**src/rtl/blinky_led.sv**
```systemverilog
`timescale 1ns/1ps
// Free-running 6-LED pattern generator: 64-step binary count, then a 10-step one-hot bounce.
// led is registered and changes on the prescaler tick edge; no flow control, never stalls.
module blinky_led #(
  parameter int DIV_CYCLES     = 12_500_000,
  parameter bit LED_ACTIVE_LOW = 1'b1
) (
  input  logic       clk,
  input  logic       rst_n,
  output logic [5:0] led
);

  localparam int            PW        = (DIV_CYCLES > 1) ? $clog2(DIV_CYCLES) : 1;
  localparam logic [PW-1:0] PS_LAST   = PW'(DIV_CYCLES - 1);
  localparam logic [5:0]    LED_RESET = LED_ACTIVE_LOW ? 6'b111111 : 6'b000000;

  typedef enum logic {
    COUNT = 1'b0,
    SCAN  = 1'b1
  } mode_t;

  logic [1:0]    rst_sync;
  logic          rst_int_n;
  logic [PW-1:0] prescaler;
  logic          tick;
  mode_t         mode, mode_nxt;
  logic [5:0]    step, step_nxt;
  logic [2:0]    scan_pos;
  logic [5:0]    pattern_nxt;
  logic [5:0]    led_nxt;

  // Reset asserts immediately but releases only after two clean clk edges.
  always_ff @(posedge clk or negedge rst_n) begin
    if (!rst_n) begin
      rst_sync <= 2'b00;
    end else begin
      rst_sync <= {rst_sync[0], 1'b1};
    end
  end

  assign rst_int_n = rst_sync[1];

  always_ff @(posedge clk or negedge rst_int_n) begin
    if (!rst_int_n) begin
      prescaler <= '0;
    end else if (tick) begin
      prescaler <= '0;
    end else begin
      prescaler <= prescaler + PW'(1);
    end
  end

  assign tick = (prescaler == PS_LAST);

  always_comb begin
    mode_nxt = mode;
    step_nxt = step;
    if (mode == COUNT) begin
      if (step == 6'd63) begin
        mode_nxt = SCAN;
        step_nxt = 6'd0;
      end else begin
        step_nxt = step + 6'd1;
      end
    end else begin
      if (step == 6'd9) begin
        mode_nxt = COUNT;
        step_nxt = 6'd0;
      end else begin
        step_nxt = step + 6'd1;
      end
    end
  end

  // Scan index 0..9 folds back into lit positions 0..5..1.
  assign scan_pos    = (step_nxt <= 6'd5) ? step_nxt[2:0] : 3'(6'd10 - step_nxt);
  assign pattern_nxt = (mode_nxt == COUNT) ? step_nxt : (6'b000001 << scan_pos);
  assign led_nxt     = LED_ACTIVE_LOW ? ~pattern_nxt : pattern_nxt;

  // Pins are loaded from the next pattern so they move on the same edge as the sequencer.
  always_ff @(posedge clk or negedge rst_int_n) begin
    if (!rst_int_n) begin
      mode <= COUNT;
      step <= 6'd0;
      led  <= LED_RESET;
    end else if (tick) begin
      mode <= mode_nxt;
      step <= step_nxt;
      led  <= led_nxt;
    end
  end

endmodule

```
**config.mk**
```make
export PLATFORM = sky130hd
export DESIGN_NAME = blinky_led
export DESIGN_NICKNAME = d
export VERILOG_FILES = /design/src/rtl/blinky_led.sv
export SDC_FILE = /design/constraint.sdc
export NUM_CORES = 1
export LEC_CHECK = 0
export CORE_ASPECT_RATIO = 1.75
export CORE_MARGIN = 3
export CORE_UTILIZATION = 55
export DETAILED_ROUTE_END_ITERATION = 6
export PLACE_DENSITY = 0.73
export SETUP_SLACK_MARGIN = 0.3
export SKIP_CTS_REPAIR_TIMING = 1
export SYNTH_ARGS = -nofsm -noshare
export SYNTH_HDL_FRONTEND = slang
export SYNTH_SLANG_ARGS = --single-unit
```
**constraint.sdc**
```tcl
create_clock -name clk -period 1.6 [get_ports clk]
set_clock_uncertainty 0.2 [all_clocks]
set_input_delay 0.32 -clock clk [delete_from_list [all_inputs] [get_ports clk]]
set_output_delay 0.32 -clock clk [all_outputs]
set_load 0.01 [all_outputs]
```
Word-level counts from Yosys, hierarchy flattened
Cells that the tools add are included. Widths: inputs -> output; s select.

Input port bits: 2. Register bits after elaboration: 39.

Magnitude comparators: 1. Equality and inequality tests: 3. Multiplexer cells: 9. $add $sub $neg: 3. Shifts and indexed selects: 1. Bitwise operators: 1.

Operator list (number): $add 24x1->24 const B (1); $eq 24x24->1 const B (1); $mux 24 (1); $mux 6 (4); $add 6x1->6 const B (1); $eq 6x4->1 const B (1); $eq 6x6->1 const B (1); $le 6x3->1 const B (1); $not 6->6 (1); $shl 1x3->6 const A (1); $mux 1 (3); $mux 3 (1); $sub 2x3->3 const A (1).

Depth between registers and ports, before layout
Gate-level depths: netlist of the first run.

Depth after elaboration: 8. Depth in mapped cells: 14. Depth with buffers taken out: 14.

Worst setup path after synthesis of the first run
OpenSTA, ideal clock, no wires.

Path kind: reg2reg. From: reg step[0]. To: reg led[0]. Data arrival time: 2841 ps. Slack: -1532 ps. Path buffers: 1. Stages on the path, launching flop included: 15. Clock period less this slack: 3132 ps. Path through: dfrtp_1 ha_1 buf_2 nand3_1 nor3_1 or2_2 nor2_1 inv_1 ha_1 nor2_1 nor3_1 o32ai_1 mux2i_1 a211oi_1 a21oi_1.

Longest elaborated chain between the ends: 8.

Ends and longest elaborated chain: from (decl) (line 27) `logic [5:0] step, step_nxt;`; from (signal assigned) (line 88) `step <= step_nxt;`; $add 6x1->6, or another cell as far along (line 63, 70); $mux 6 (on tied branches) (line 59, 66); $mux 6 (*) (line 58) `if (mode == COUNT) begin`; net step_nxt[1] (line 27); $le 6x3->1 or $sub 2x3->3 (tied branches) (line 76) `assign scan_pos = (step_nxt <= 6'd5) ? step_nxt[2:0] : 3'(6'd10 - step_nxt);`; $mux 3 (*) (line 76); $shl 1x3->6 (*) (line 77) `assign pattern_nxt = (mode_nxt == COUNT) ? step_nxt : (6'b000001 << scan_pos);`; $mux 6 (*) (line 77); $not 6->6 (*) (line 78) `assign led_nxt = LED_ACTIVE_LOW ? ~pattern_nxt : pattern_nxt;`; to (signal assigned) (line 89) `led <= led_nxt;`; to (decl) (line 10) `output logic [5:0] led`.

The timed path passes the listed nets; every way through them passes the cells marked *. A chain may end at the register's enable or synchronous reset.

Final worst setup path of the first run
Same ends and word-level chain as after synthesis.

==> results_dict.tcl, run 1 <==
set metrics [dict create \
    status "complete, but fails checks" \
    violations "negative setup slack" \
    drive_above_1_share_pct 50.50 \
    final_common_cell "buf_4" \
    finalHoldViolCount 0 \
    die_h_um 88.41 \
    clkSinkCount 39 \
    fillers 155 \
    drt-initial-drc-count 84 \
    grt_max_degree 26 \
    fin_nets 312 \
    finalCritPeriodShare_pct 172.9 \
    drc 0 \
    grt_pass1_vias 2122 \
    row_count 29 \
    slew_headroom_pct 60.73 \
    syn_nets 233 \
    worstSetupEndpointType "flip-flop" \
    critPathTopFamily "simple AND/OR/NAND/NOR gates" \
    path_class "flip-flop to flip-flop" \
    critPathSlowestCell "dfrtp_1" \
    dr.pass1.iters 4 \
    start_kind "flip-flop" \
    crit_path_cell_trace "ha_2 > nand4b_1 > nor3_2 > or2_4 > nor2_4 > inv_4 > ha_4 > nor2_4 > nor3_2 > o32ai_2 > mux2i_1 > a211oi_2 > a21oi_1" \
    synth_flop_cell "dfrtp_1" \
    synth_top_area_share_pct 38.69 \
    overflow 0 \
    powerDensity_nw_per_um2 603.7 \
    irDropWorstVdd_mv 0.9250 \
    final_cell_mix "buf_4, dfrtp_1, nand2_1, buf_6, xor2_1" \
    path_buf_inv 1 \
    grt-busiest-layer "met2" \
    fin_cells 349 \
    post_drt_wl_per_cell_um 20.88 \
    total_power_mw 1.996 \
    max_stage_delay_ps 440 \
    whs_ps 73.48 \
    use_met1_pct 27.45 \
    fmax_ghz 0.3615 \
    synth.distinct_cells 42 \
    synth_area_leader_cell "dfrtp_1" \
    clockBufferDepth 2 \
    grt_use_met2_pct 55.43 \
    regArea_um2 984.7 \
    cts_tree "built" \
    antenna_found_initial 0 \
    worstMarginPinSlew_ps 589.0 \
    synth_warnings 0 \
    numPortBuffers 7 \
    drv_cap 0 \
    viasPerCell 6.057 \
    multi_input_area_um2 1411 \
    clk_latency_ps 290 \
    vias 2114 \
    place_hpwl_um 4367 \
    finalSetupTns_ps -17780 \
    grt_setup_unrepaired "yes" \
    mappedNetlistArea_um2 2135 \
    core_region_area_um2 3665 \
    initial_core_util_pct 58.25 \
    dp_cells 324 \
    syn-mean-instance-area_um2 9.572 \
    grt_pass1_wl_um 9729 \
    io_pins 8 \
    synth.area.top_cells "dfrtp_1, dfstp_2, xor2_1" \
    n_antenna_cell 0 \
    ys_ff_latch 39 \
    die_area_um2 4694 \
    met3_usage_pct 3.879 \
    synth.yosys.seq_area_share_pct 46.07 \
    cts.clk_slew.worst_paths_ps 80 \
    ys_async_sr_fraction_pct 100.0 \
    final_util_pct 90.24 \
    required_ps 1610 \
    synth_edf_count 0 \
    setup_viol 31 \
    totalWireLength_um 7286 \
    grt_usage_pct 28.70 \
    place.gp.congestion 0.9924 \
    slew_violations 0 \
    post-route-min-period_ps 2766 \
    area_growth_pct 54.92 \
    worst_slack_ps -1166 \
    hp-class "flip-flop to async pin" \
    numCtsBuffers 5 \
    crit_arrival_ps 2780 \
    clockRootBuffer "clkbuf_8" \
    rrSetupSlack_ps -1170 \
    critPathMaxFanout 5 \
    synthCells 223 \
    postRouteAntennaNets 0 \
    die_width_um 53.09 \
    power_leakage_nw 1.467 \
    cts_max_level 2 \
]
through the flow:
stage / setup WS [ps] / area [um^2]
floorplan: -1134 / 2297
global placement: -1105 / 2781
detailed placement: -1208 / 2781
CTS: -1225 / 2914
global route: -1387 / 3307
finish: -1166 / 3307
synthesized netlist by cell type (all sizes together), types with 2 or more instances:
master / number
a211oi: 2
a21oi: 3
a31oi: 2
and2: 2
and3: 5
and4: 3
buf: 8
clkbuf: 2
dfrtp: 33
dfstp: 6
ha: 8
inv: 6
mux2i: 2
nand2: 23
nand2b: 4
nand3: 14
nand4: 7
nor2: 25
nor3: 6
nor4: 2
nor4b: 4
o21ai: 12
o31ai: 2
or3: 3
xnor2: 13
xor2: 16
where the power goes:
part | total [mW] | internal, mW | switching [mW] | leakage, nW
clock | 0.980 | 0.624 | 0.356 | 0.0654
sequential | 1.00 | 0.988 | 0.0131 | 0.508
combinational | 0.0150 | 0.00687 | 0.00809 | 0.894
flip-flops by register name, indices dropped and copies added (netlist names):
register and flops:
led 6, step 6, rst_sync 2, prescaler 24, mode 1
metal layers:
| layer | vias up | share of wire, % | wire length (um) |
|---|---|---|---|
| li1 | 921 | - | - |
| met1 | 1064 | 33 | 2435 |
| met2 | 79 | 56 | 4073 |
| met3 | 50 | 3.1 | 225 |
| met4 | 0 | 7.6 | 551 |
| met5 | - | 0 | 0 |
cell families after synthesis:
family	synth area share, %
AOI/OAI and AO/OA	7.855
muxes	0.9379
xor gates and xnor gates	11.90
adders and majority gates	4.690
other	0.1757
buffers and inverters	3.400
DFF	46.07
and+or+nand+nor	24.97
worst register-to-register path: stages, from the launching register on:
cell and delay (ps):
dfrtp_1 440, ha_2 200, nand4b_1 110, nor3_2 70
or2_4 250, nor2_4 120, inv_4 60, ha_4 160
nor2_4 140, nor3_2 50, o32ai_2 280, mux2i_1 290
a211oi_2 130, a21oi_1 180
cell type report:
cell class / count / share of cell area (%)
Timing Repair Buffer: 82 / 21.04
Sequential cell: 39 / 29.78
Multi-Input combinational cell: 168 / 42.68
Clock inverter: 2 / 1.816
Inverter: 6 / 0.7567
Tap cell: 46 / 1.740
Clock buffer: 6 / 2.194
final timing paths:
kind	from	depth (start not counted)	end
worst max-delay path	step[0]$_DFFE_PN0N_	13	led[0]$_DFFE_PN1N_
worst min-delay path	rst_sync[1]$_DFF_PN0_	0	prescaler[4]$_DFF_PN0_
worst max register to register	step[0]$_DFFE_PN0N_	13	led[0]$_DFFE_PN1N_
worst min register to register	rst_sync[1]$_DFF_PN0_	0	prescaler[4]$_DFF_PN0_
max in group asynchronous	rst_n	2	rst_sync[1]$_DFF_PN0_
min in group clk	rst_sync[0]$_DFF_PN0_	0	rst_sync[1]$_DFF_PN0_
Note: power is estimated with default switching activity, not from simulation.
==> run 2: changes to the inputs <==
Settings changed: CORE_UTILIZATION 55 to 45, PLACE_DENSITY 0.73 to default, SLEW_MARGIN from default to 5.
==> results_dict.tcl, run 2 (synthesis results as in run 1) <==
set metrics [dict create \
    overflow 0 \
    reg_top3 "prescaler: 24 flops, led: 6 flops, step: 6 flops" \
    grt_setup_unrepaired "yes" \
    row_count 32 \
    drt-initial-drc-count 91 \
    dr.pass1.iters 6 \
    numCtsBuffers 5 \
    area_growth_pct 57.74 \
    initial_core_util_pct 47.60 \
    hp-class "flip-flop to async pin" \
    grt_pass1_vias 2034 \
    fmax_ghz 0.3487 \
    clk_latency_ps 290 \
    die_area_um2 5638 \
    start_kind "flip-flop" \
    grt-busiest-layer "met2" \
    cts.clk_slew.worst_paths_ps 80 \
    core_region_area_um2 4484 \
    met3_usage_pct 2.926 \
    clockRootBuffer "clkbuf_8" \
    viasPerCell 5.639 \
    setup_viol 31 \
    rr_endpoint "led[2]$_DFFE_PN1N_" \
    status "complete, but fails checks" \
    required_ps 1620 \
    largest_reg_flops 24 \
    drv_cap 0 \
    path_class "flip-flop to flip-flop" \
    numPortBuffers 7 \
    cts_tree "built" \
    clkSinkCount 39 \
    totalWireLength_um 6257 \
    violations "negative setup slack" \
    drive_above_1_share_pct 50.33 \
    placed_area_um2 2800 \
    postRouteAntennaNets 0 \
    post-route-min-period_ps 2868 \
    use_met1_pct 20.14 \
    io_pins 8 \
    top_register "prescaler" \
    worst_slack_ps -1268 \
    final_util_pct 75.08 \
    finalSetupTns_ps -15940 \
    grt_use_met2_pct 39.81 \
    power_leakage_nw 1.509 \
    total_power_mw 2.003 \
    slew_violations 0 \
    irDropWorstVdd_mv 0.6535 \
    post_drt_wl_per_cell_um 17.53 \
    cts_max_level 2 \
    crit_arrival_ps 2890 \
    clockBufferDepth 2 \
    grt_usage_pct 20.54 \
    vias 2013 \
    finalCritPeriodShare_pct 179.3 \
    fin_nets 315 \
    place.gp.congestion 0.8947 \
    drc 0 \
    critPathMaxFanout 5 \
    rrSetupSlack_ps -1270 \
    worstSetupEndpointType "flip-flop" \
    reg2reg_depth 13 \
    n_antenna_cell 0 \
    design_area_um2 3367 \
    place_hpwl_um 4235 \
    antenna_found_initial 0 \
    place_ws_ps -1252 \
    dp_cells 329 \
    final_cell_mix "buf_4, dfrtp_1, buf_6" \
    fin_cells 357 \
    die_width_um 58.06 \
    grt_pass1_wl_um 8963 \
    finalHoldViolCount 0 \
    powerDensity_nw_per_um2 595.0 \
    whs_ps 7.498 \
    reg2reg_from "step[0]$_DFFE_PN0N_" \
    die_h_um 97.11 \
    final_common_cell "buf_4" \
    grt_max_degree 38 \
]
[run 2: cell count changes in the layout (fill, tap and decap cells not counted), moves of 2 or more]
cell and change:
buf_12 +2, buf_4 -2, buf_6 +3, nand3_1 +3, nand3_2 -5, nand3_4 +2
nor2_2 +2, nor2_4 -3, o21ai_0 +2, o21ai_1 -3
[run 2: power by group]
| group | total, mW | internal [mW] | switching (mW) |
|---|---|---|---|
| clock network | 0.986 | 0.624 | 0.362 |
| registers | 0.990 | 0.988 | 0.00136 |
| logic | 0.0278 | 0.00883 | 0.0190 |
[run 2: layout make-up]
| type | count | area [um^2] |
|---|---|---|
| Clock buffer | 6 | 72.57 |
| Clock inverter | 2 | 60.06 |
| Fill cell | 302 | 1117 |
| Inverter | 6 | 25.02 |
| Multi-Input combinational cell | 168 | 1396 |
| Sequential cell | 39 | 984.7 |
| Tap cell | 51 | 63.81 |
| Timing Repair Buffer | 85 | 764.5 |
[run 2: worst max-delay path by stage]
stage                              end  cells past startpoint           startpoint  slack (ps)
floorplan           led[2]$_DFFE_PN1N_                     14  step[0]$_DFFE_PN0N_       -1130
global placement    led[2]$_DFFE_PN1N_                     11  step[0]$_DFFE_PN0N_       -1120
detailed placement  led[2]$_DFFE_PN1N_                     11  step[0]$_DFFE_PN0N_       -1250
CTS                 led[2]$_DFFE_PN1N_                     11  step[0]$_DFFE_PN0N_       -1280
global route        led[2]$_DFFE_PN1N_                     13  step[0]$_DFFE_PN0N_       -1440
finish              led[2]$_DFFE_PN1N_                     13  step[0]$_DFFE_PN0N_       -1270
[run 2: critical path: stages (launching register included)]
cell and delay [ps]:
dfrtp_1 420, ha_2 190, nand4b_1 110, nor3_2 70, or2_4 250, nor2_4 110, inv_4 60, ha_4 160
nor2_4 140, a211oi_2 90, o32ai_2 310, mux2i_2 320, nor4b_2 270, o21ai_1 90
[run 2: metal layers]
metal	vias up	wire, um
met3	24	112
met4	0	304
met2	41	3698
met1	1012	2142
li1	936	-
met5	-	0
==> run 3: changes to the inputs <==
Settings changed: CORE_ASPECT_RATIO 1.75 to default, SLEW_MARGIN 5 to default.
==> results_dict.tcl, run 3 (synthesis results as in run 1) <==
set metrics [dict create \
    n_antenna_cell 0 \
    clockBufferDepth 2 \
    drive_above_1_share_pct 55.84 \
    place_ws_ps -1223 \
    drv_cap 0 \
    irDropWorstVdd_mv 0.3902 \
    clockRootBuffer "clkbuf_8" \
    post-route-min-period_ps 2822 \
    violations "negative setup slack" \
    die_width_um 74.87 \
    grt_usage_pct 21.08 \
    top_register "prescaler" \
    finalCritPeriodShare_pct 176.4 \
    placed_area_um2 2856 \
    grt_setup_unrepaired "yes" \
    cts_max_level 2 \
    design_area_um2 3445 \
    area_growth_pct 61.37 \
    final_common_cell "buf_4" \
    hp-class "flip-flop to async pin" \
    dr.pass1.iters 4 \
    die_area_um2 5606 \
    required_ps 1620 \
    rr_endpoint "led[2]$_DFFE_PN1N_" \
    fin_nets 326 \
    vias 1994 \
    initial_core_util_pct 47.71 \
    fmax_ghz 0.3544 \
    reg2reg_depth 12 \
    overflow 0 \
    max_stage_delay_ps 420 \
    largest_reg_flops 24 \
    final_cell_mix "buf_4, dfrtp_1, buf_6" \
    io_pins 8 \
    start_kind "flip-flop" \
    total_power_mw 1.668 \
    finalHoldViolCount 0 \
    cts.clk_slew.worst_paths_ps 80 \
    viasPerCell 5.404 \
    grt_pass1_vias 1949 \
    core_region_area_um2 4474 \
    rrSetupSlack_ps -1220 \
    grt_pass1_wl_um 8949 \
    cts_tree "built" \
    place.gp.congestion 0.8943 \
    numPortBuffers 7 \
    powerDensity_nw_per_um2 484.3 \
    power_leakage_nw 1.525 \
    worst_slack_ps -1222 \
    path_class "flip-flop to flip-flop" \
    crit_arrival_ps 2840 \
    worstSetupEndpointType "flip-flop" \
    numCtsBuffers 5 \
    post_drt_wl_per_cell_um 16.73 \
    clk_latency_ps 290 \
    reg2reg_from "step[1]$_DFFE_PN0N_" \
    row_count 24 \
    cpMostUsedCell "nor3_2" \
    postRouteAntennaNets 0 \
    clkSinkCount 39 \
    crit_path_cell_trace "inv_1 > ha_2 > nand4b_1 > nor3_2 > or3_4 > ha_4 > nor2_4 > nor3_2 > o32ai_2 > mux2i_1 > nor4b_2 > o21ai_1" \
    reg_top3 "prescaler: 24 flops, led: 6 flops, step: 6 flops" \
    drc 0 \
    grt_max_degree 38 \
    slew_violations 0 \
    critPathSlowestCell "dfrtp_1" \
    die_h_um 74.87 \
    antenna_found_initial 0 \
    totalWireLength_um 6174 \
    critPathMaxFanout 4 \
    drt-initial-drc-count 79 \
    place_hpwl_um 4032 \
    setup_viol 31 \
    status "complete, but fails checks" \
]
==> run 3: worst max path at each step <==
stage                        start                  to
2_1_floorplan  step[0]$_DFFE_PN0N_  led[2]$_DFFE_PN1N_
3_3_place_gp   step[0]$_DFFE_PN0N_  led[0]$_DFFE_PN1N_
3_5_place_dp   step[1]$_DFFE_PN0N_  led[2]$_DFFE_PN1N_
4_1_cts        step[1]$_DFFE_PN0N_  led[2]$_DFFE_PN1N_
5_1_grt        step[1]$_DFFE_PN0N_  led[2]$_DFFE_PN1N_
6_report       step[1]$_DFFE_PN0N_  led[2]$_DFFE_PN1N_
==> run 3: power by group <==
part / leakage (nW) / switching, mW / total [mW] / internal (mW)
Clock: 0.0412 / 0.349 / 0.654 / 0.305
Sequential: 0.508 / 0.000649 / 0.989 / 0.988
Combinational: 0.976 / 0.0196 / 0.0250 / 0.00537
Total: 1.53 / 0.370 / 1.67 / 1.30
==> run 3: layer usage <==
metal,wire [um],vias up,GRT usage [%]
li1,-,957,-
met1,2565,1000,26.44
met2,3340,27,36.07
met3,168,10,4.272
met4,100,0,7.312
met5,0,-,0
==> run 3: critical path: cells and delay by family, from the launching register on <==
| family | cells | cell delay (ps) |
|---|---|---|
| multiplexers | 1 | 280 |
| flip-flops | 1 | 420 |
| buffers and inverters | 1 | 70 |
| AND/OR/NAND/NOR | 6 | 1050 |
| adder cells (fa/ha/maj) | 2 | 350 |
| AO/OA/AOI/OAI | 2 | 370 |
==> run 3: final cells by class <==
class                   count  area, um^2
flip-flops and latches     39       984.7
clock buffers               6       72.57
inverters                   6       27.53
well taps                  52       65.06
multi-input cells         168        1454
fillers                   296        1030
clock inverters             2       12.51
repair buffers             96       828.3
==> run 3: through the flow <==
stage          cells  util [%]  TNS (ps)  hold slack, ps
5_1_grt          369     76.99    -20340           169.6
4_1_cts          347     65.74    -18450          -31.81
6_report         369     76.99    -17880           102.1
3_3_place_gp     339     63.84    -14090           110.7
3_5_place_dp     339     63.84    -16080           122.0
2_1_floorplan    223         -    -11600          -175.6
